### config.mk
export PLATFORM = sky130hd
export DESIGN_NAME = tcp_bus_arbiter
export DESIGN_NICKNAME = d
export VERILOG_FILES = /design/src/rtl/tcp_bus_arbiter.sv
export SDC_FILE = /design/constraint.sdc
export NUM_CORES = 1
export LEC_CHECK = 0
export BUFFER_PORTS_ARGS = -buffer_cell sky130_fd_sc_hd__buf_2
export CAP_MARGIN = 5
export CORE_AREA = 5 5 162 164
export DETAILED_ROUTE_END_ITERATION = 6
export DIE_AREA = 0 0 167 169
export PLACE_DENSITY = 0.86
export SYNTH_ARGS = -nofsm -noshare
export SYNTH_HDL_FRONTEND = slang
export SYNTH_SLANG_ARGS = --single-unit
### constraint.sdc
create_clock -name clk -period 4.7 [get_ports clk]
set_input_delay 0 -clock clk [delete_from_list [all_inputs] [get_ports clk]]
set_output_delay 0 -clock clk [all_outputs]
set_load 0.01 [all_outputs]
### src/rtl/tcp_bus_arbiter.sv
// Purpose : round-robin arbiter sharing the single tcpBus command port of the AXI4 master
//           bridge between NUM_REQ requesters, one outstanding transaction at a time.
// Latency : grant registered on the cycle req_valid is seen; command strobe follows from
//           the same edge; bridge response reaches rsp_valid one cycle after rdata_valid.
// Backpressure: grant is held from command accept until the requester takes its response;
//           a response watchdog returns SLVERR to a stalled requester, then drains the late
//           bridge response before the next grant.
//
// Ports:
//   clk, reset                 clock, asynchronous active-low reset
//   req_valid/ready/write      per-requester command handshake and op type
//   req_addr/req_wdata         requester i at [32*i +: 32]
//   rsp_valid/ready            per-requester response handshake
//   rsp_rdata/rsp_resp         shared response data / AXI resp, qualified by rsp_valid
//   tcpBus_*                   command and response channels to/from the bridge
//   busy, grant_id             status: FSM not idle, current/last granted requester
module tcp_bus_arbiter #(
  parameter int NUM_REQ = 4,
  parameter int TIMEOUT = 1024
) (
  input  logic                   clk,
  input  logic                   reset,
  input  logic [NUM_REQ-1:0]     req_valid,
  output logic [NUM_REQ-1:0]     req_ready,
  input  logic [NUM_REQ-1:0]     req_write,
  input  logic [32*NUM_REQ-1:0]  req_addr,
  input  logic [32*NUM_REQ-1:0]  req_wdata,
  output logic [NUM_REQ-1:0]     rsp_valid,
  input  logic [NUM_REQ-1:0]     rsp_ready,
  output logic [31:0]            rsp_rdata,
  output logic [1:0]             rsp_resp,
  output logic                   tcpBus_write,
  output logic [31:0]            tcpBus_addr,
  output logic                   tcpBus_wdata_valid,
  input  logic                   tcpBus_wdata_ready,
  output logic [31:0]            tcpBus_wdata_payload,
  input  logic                   tcpBus_rdata_valid,
  output logic                   tcpBus_rdata_ready,
  input  logic [31:0]            tcpBus_rdata_payload,
  input  logic [1:0]             tcpBus_rsp,
  output logic                   busy,
  output logic [2:0]             grant_id
);

  // Timer only needs to reach TIMEOUT-1; it saturates at all-ones.
  localparam int            TW    = (TIMEOUT > 1) ? $clog2(TIMEOUT) : 1;
  localparam logic [TW-1:0] TMAX  = TW'(TIMEOUT - 1);
  localparam logic [3:0]    NR4   = 4'(NUM_REQ);
  localparam logic [2:0]    LAST  = 3'(NUM_REQ - 1);

  typedef enum logic [2:0] {
    IDLE    = 3'd0,
    CMD     = 3'd1,
    RSP     = 3'd2,
    DELIVER = 3'd3,
    DRAIN   = 3'd4
  } state_t;

  state_t        state;
  logic [2:0]    rr_ptr;
  logic [TW-1:0] timer;
  logic          drain;

  // Requester vectors widened to 8 entries so a 3-bit index always fits exactly.
  logic [7:0]  valid8;
  logic [7:0]  write8;
  logic [7:0]  rsp_ready8;
  logic [31:0] addr_arr  [8];
  logic [31:0] wdata_arr [8];

  assign valid8     = 8'(req_valid);
  assign write8     = 8'(req_write);
  assign rsp_ready8 = 8'(rsp_ready);

  always_comb begin
    for (int i = 0; i < 8; i++) begin
      addr_arr[i]  = '0;
      wdata_arr[i] = '0;
    end
    for (int i = 0; i < NUM_REQ; i++) begin
      addr_arr[i]  = req_addr[32*i +: 32];
      wdata_arr[i] = req_wdata[32*i +: 32];
    end
  end

  // Round-robin pick: first valid requester at or after rr_ptr, wrapping at NUM_REQ.
  logic       found;
  logic [2:0] gsel;
  logic [3:0] idx;

  always_comb begin
    found = 1'b0;
    gsel  = '0;
    idx   = '0;
    for (int i = 0; i < NUM_REQ; i++) begin
      idx = {1'b0, rr_ptr} + 4'(i);
      if (idx >= NR4) idx = idx - NR4;
      if (!found && valid8[idx[2:0]]) begin
        found = 1'b1;
        gsel  = idx[2:0];
      end
    end
  end

  logic [7:0] sel_onehot;
  logic [7:0] gnt_onehot;
  logic       timeout_hit;

  assign sel_onehot  = 8'b1 << gsel;
  assign gnt_onehot  = 8'b1 << grant_id;
  assign timeout_hit = (TIMEOUT != 0) && (timer == TMAX);

  always_ff @(posedge clk or negedge reset) begin
    if (!reset) begin
      state                <= IDLE;
      req_ready            <= '0;
      rsp_valid            <= '0;
      rsp_rdata            <= '0;
      rsp_resp             <= '0;
      tcpBus_write         <= 1'b0;
      tcpBus_addr          <= '0;
      tcpBus_wdata_valid   <= 1'b0;
      tcpBus_wdata_payload <= '0;
      tcpBus_rdata_ready   <= 1'b0;
      busy                 <= 1'b0;
      grant_id             <= '0;
      rr_ptr               <= '0;
      timer                <= '0;
      drain                <= 1'b0;
    end else begin
      // req_ready is a single-cycle accept pulse.
      req_ready <= '0;
      case (state)
        IDLE: begin
          if (found) begin
            // The command is consumed here; the requester may move on after req_ready.
            tcpBus_write         <= write8[gsel];
            tcpBus_addr          <= addr_arr[gsel];
            tcpBus_wdata_payload <= wdata_arr[gsel];
            tcpBus_wdata_valid   <= 1'b1;
            req_ready            <= sel_onehot[NUM_REQ-1:0];
            grant_id             <= gsel;
            rr_ptr               <= (gsel == LAST) ? 3'd0 : gsel + 3'd1;
            busy                 <= 1'b1;
            state                <= CMD;
          end
        end

        CMD: begin
          if (tcpBus_wdata_ready) begin
            tcpBus_wdata_valid <= 1'b0;
            tcpBus_rdata_ready <= 1'b1;
            timer              <= '0;
            state              <= RSP;
          end
        end

        RSP: begin
          // A real response arriving on the timeout cycle takes priority.
          if (tcpBus_rdata_valid) begin
            rsp_rdata          <= tcpBus_rdata_payload;
            rsp_resp           <= tcpBus_rsp;
            rsp_valid          <= gnt_onehot[NUM_REQ-1:0];
            tcpBus_rdata_ready <= 1'b0;
            drain              <= 1'b0;
            state              <= DELIVER;
          end else if (timeout_hit) begin
            rsp_rdata          <= '0;
            rsp_resp           <= 2'b10;
            rsp_valid          <= gnt_onehot[NUM_REQ-1:0];
            tcpBus_rdata_ready <= 1'b0;
            drain              <= 1'b1;
            state              <= DELIVER;
          end else if (timer != '1) begin
            timer <= timer + 1'b1;
          end
        end

        DELIVER: begin
          if (rsp_ready8[grant_id]) begin
            rsp_valid <= '0;
            if (drain) begin
              // Bridge still owes a response; swallow it before re-arbitrating.
              tcpBus_rdata_ready <= 1'b1;
              state              <= DRAIN;
            end else begin
              busy  <= 1'b0;
              state <= IDLE;
            end
          end
        end

        DRAIN: begin
          if (tcpBus_rdata_valid) begin
            tcpBus_rdata_ready <= 1'b0;
            drain              <= 1'b0;
            busy               <= 1'b0;
            state              <= IDLE;
          end
        end

        default: begin
          state <= IDLE;
        end
      endcase
    end
  end

endmodule

==> results.cfg <==
[outcome]
status = finished with violations
violations = DRC

[timing]
final.setup.tns_ns = 0
hold_slack_ns = 0.232
period_share_pct = 94.4
final-hold-violation-count = 0
clock_skew_ns = 0.0209
setup_violations = 0
relSlewSlack_pct = 29.5
tightest_slew_ns = 1.06
slew_violations = 0
rsz0062_at_grt = false
fmax_ghz = 0.225
period_needed_ns = 4.43

[logic_synthesis]
synth_most_common_cell = nand2_1
ys_seq_area_share_pct = 29.8
synthTopCellsByArea = dfrtp_1 (30%), nand2_1 (12%), a2111oi_0 (10%), a221oi_1 (10%), a211oi_1 (9.1%)
syn-instance-count = 1419
syn_nets = 1729
synth_edf_count = 0
synth_commonest_cells = nand2_1 (348), clkbuf_1 (156), inv_1 (138), a211oi_1 (132)
synth-async-reset-ratio_pct = 100
synthDominantAreaCellType = dfrtp_1
yosysWarnings = 0
ys.flop_type = dfrtp_1
synth_seq_cells = 130
syn_area_um2 = 10900
syn_area_per_cell_um2 = 7.70
yosys.area.top_type_share_pct = 29.8
ys_types = 55

[grt]
top_usage_layer = met2
grtUsageTotal_pct = 32.0
grt_pass1_vias = 14300
globalRouteMet3Util_pct = 6.89
met2_usage_pct = 51.2
grt_overflow_total = 0
grt_pass1_wl_mm = 75.8
grt_start_max_net_pins = 131
antenna_found_initial = 7
met1_usage_pct = 41.2

[clock_tree]
cts_tree = yes
clk_path_buf_depth = 2
ctsResizeCount = 0
clock_latency_ns = 0.43
htree_num_levels = 4
cts.sinks = 130
cts-root-buf = clkbuf_16
cts_buffers = 17
clk_pin_slew_ns = 0.07

[layout]
drive_gt1_share_pct = 26.5
nets = 2171
fin_area_um2 = 15300
area_growth_pct = 40.0

[power]
power.density_nw_per_um2 = 748
total_leakage_power_nw = 6.99
vdd.ir_drop.worst_mv = 0.808

[floorplan]
start_util_pct = 44.1
die-area_um2 = 28200
die_h_um = 169
io_pins = 419
rows = 58
die_x_um = 167
core_region_area_um2 = 24700

[critical_path]
critPathRequiredTime_ns = 5.06
cp_max_fo = 38
crit_path_max_incr_delay_ns = 0.81
worst_path_max_delay_cell = or3_2
cp-end-kind = register
critPathKind = reg -> reg
worstSetupStartpointType = register
crit_chain = inv_1 -> ha_4 -> mux4_2 -> and2_4 -> o31a_1 -> or3_2 -> buf_12 -> o221ai_1 -> dlygate4sd3_1
arrival_ns = 4.79

[placed_design]
place_congestion = 0.935
hpwl_mm = 28.5
io_buffers = 418
place_area_um2 = 13000

[routing]
vias = 14600
wire_per_inst_um = 21.5
dr.pass1.iters = 7
ant_nets = 0
remaining_drc_errors = 6
routed_wl_mm = 47.6
drtIter0Drc = 1962
avgViaCountPerCell = 6.62

[run]
drv_cap = 0

[worst_hold_path]
hold_path_class = in -> async
==> power breakdown <==
group / internal, mW / leakage (nW) / switching, mW
Combinational: 3.00 / 5.05 / 5.04
Clock: 0.812 / 0.296 / 0.615
Sequential: 1.61 / 1.65 / 0.362
==> routing by layer <==
layer  wire, µm  share of wire (%)
met5         11              0.023
met4       2380                5.0
met3       5430                 11
met2      22100                 46
met1      17700                 37
==> timing repair <==
| action | in CTS | in global routing |
|---|---|---|
| hold buffers | 167 | 0 |
| buffers inserted | 0 | 0 |
| endpoints found under the hold margin | 195 | 0 |
==> placed cells by master (no fill, tap or decap), drive strengths merged, types with 3 or more instances in the layout <==
cell,n
nor2,23
nand2,348
dlygate4sd3,167
inv,149
or3,3
dfrtp,130
ha,4
and2,5
a2111oi,130
mux2,7
nor3,4
o21ai,18
a21oi,7
nor2b,3
buf,438
mux2i,3
a211oi,132
nand3,4
o31a,4
mux4,4
clkbuf,17
o221ai,66
nand2b,6
diode,7
a221oi,130
a22o,33
nand4,4
==> critical path: cells and delay by family, from the launching register on <==
kind	cells	cell delay [ns]
AOI/OAI and AO/OA	2	0.57
adders and majority gates	1	0.33
buffers and inverters	3	1.11
DFF	1	0.65
muxes	1	0.54
and+or+nand+nor	2	1.12
==> registers in the layout, indices dropped and copies added (netlist names) <==
register	count
rsp_rdata	32
tcpBus_addr	32
tcpBus_wdata_payload	32
timer	10
req_ready	4
rsp_valid	4
grant_id	3
rr_ptr	3
state	3
rsp_resp	2
busy	1
drain	1
tcpBus_rdata_ready	1
tcpBus_wdata_valid	1
tcpBus_write	1
==> stage by stage <==
stage	utilization [%]	instances	power, mW	setup slack [ns]
after floorplan	-	1419	6.83	1.19
after global placement	52.4	2004	8.77	0.954
after detailed placement	52.4	2004	8.94	0.839
after CTS	61.6	2203	11.2	0.320
after global routing	61.8	2210	12.1	0.0692
final	61.8	2211	11.4	0.265
==> final cells by class <==
| cell class | count | area [µm²] |
|---|---|---|
| clock inverters | 15 | 189 |
| diodes | 7 | 17.5 |
| repair buffers | 605 | 4000 |
| flip-flops and latches | 130 | 3250 |
| fillers | 2034 | 9460 |
| multi-input cells | 968 | 6460 |
| clock buffers | 17 | 425 |
| inverters | 139 | 524 |
| well taps | 330 | 413 |
==> logic make-up (layout without fill, tap and decap cells) <==
logic type / after synthesis / in the layout / synth area share (%)
AO/OA/AOI/OAI: 541 / 541 / 41.1
other: 0 / 7 / 0
XOR/XNOR: 3 / 3 / 0.241
multiplexers: 14 / 14 / 1.82
flip-flops: 130 / 130 / 29.8
adder cells (fa/ha/maj): 4 / 4 / 0.458
buffers and inverters: 321 / 776 / 11.8
AND/OR/NAND/NOR: 406 / 406 / 14.7
==> worst paths after layout <==
kind	startpoint	endpoint	slack, ns	cells past startpoint
max in group asynchronous	reset	tcpBus_addr[10]$_DFFE_PN0P_	3.38	3
worst min-delay path	reset	drain$_DFFE_PN0P_	0.23	2
min in group clk	rsp_ready[0]	state[0]$_DFFE_PN0P_	0.26	5
worst max register to register	rr_ptr[0]$_DFFE_PN0P_	tcpBus_addr[6]$_DFFE_PN0P_	0.27	9
worst max-delay path	rr_ptr[0]$_DFFE_PN0P_	tcpBus_addr[6]$_DFFE_PN0P_	0.27	9
worst min register to register	rsp_resp[1]$_DFFE_PN0P_	rsp_resp[1]$_DFFE_PN0P_	0.48	2
Note: power is estimated with default switching activity, not from simulation.
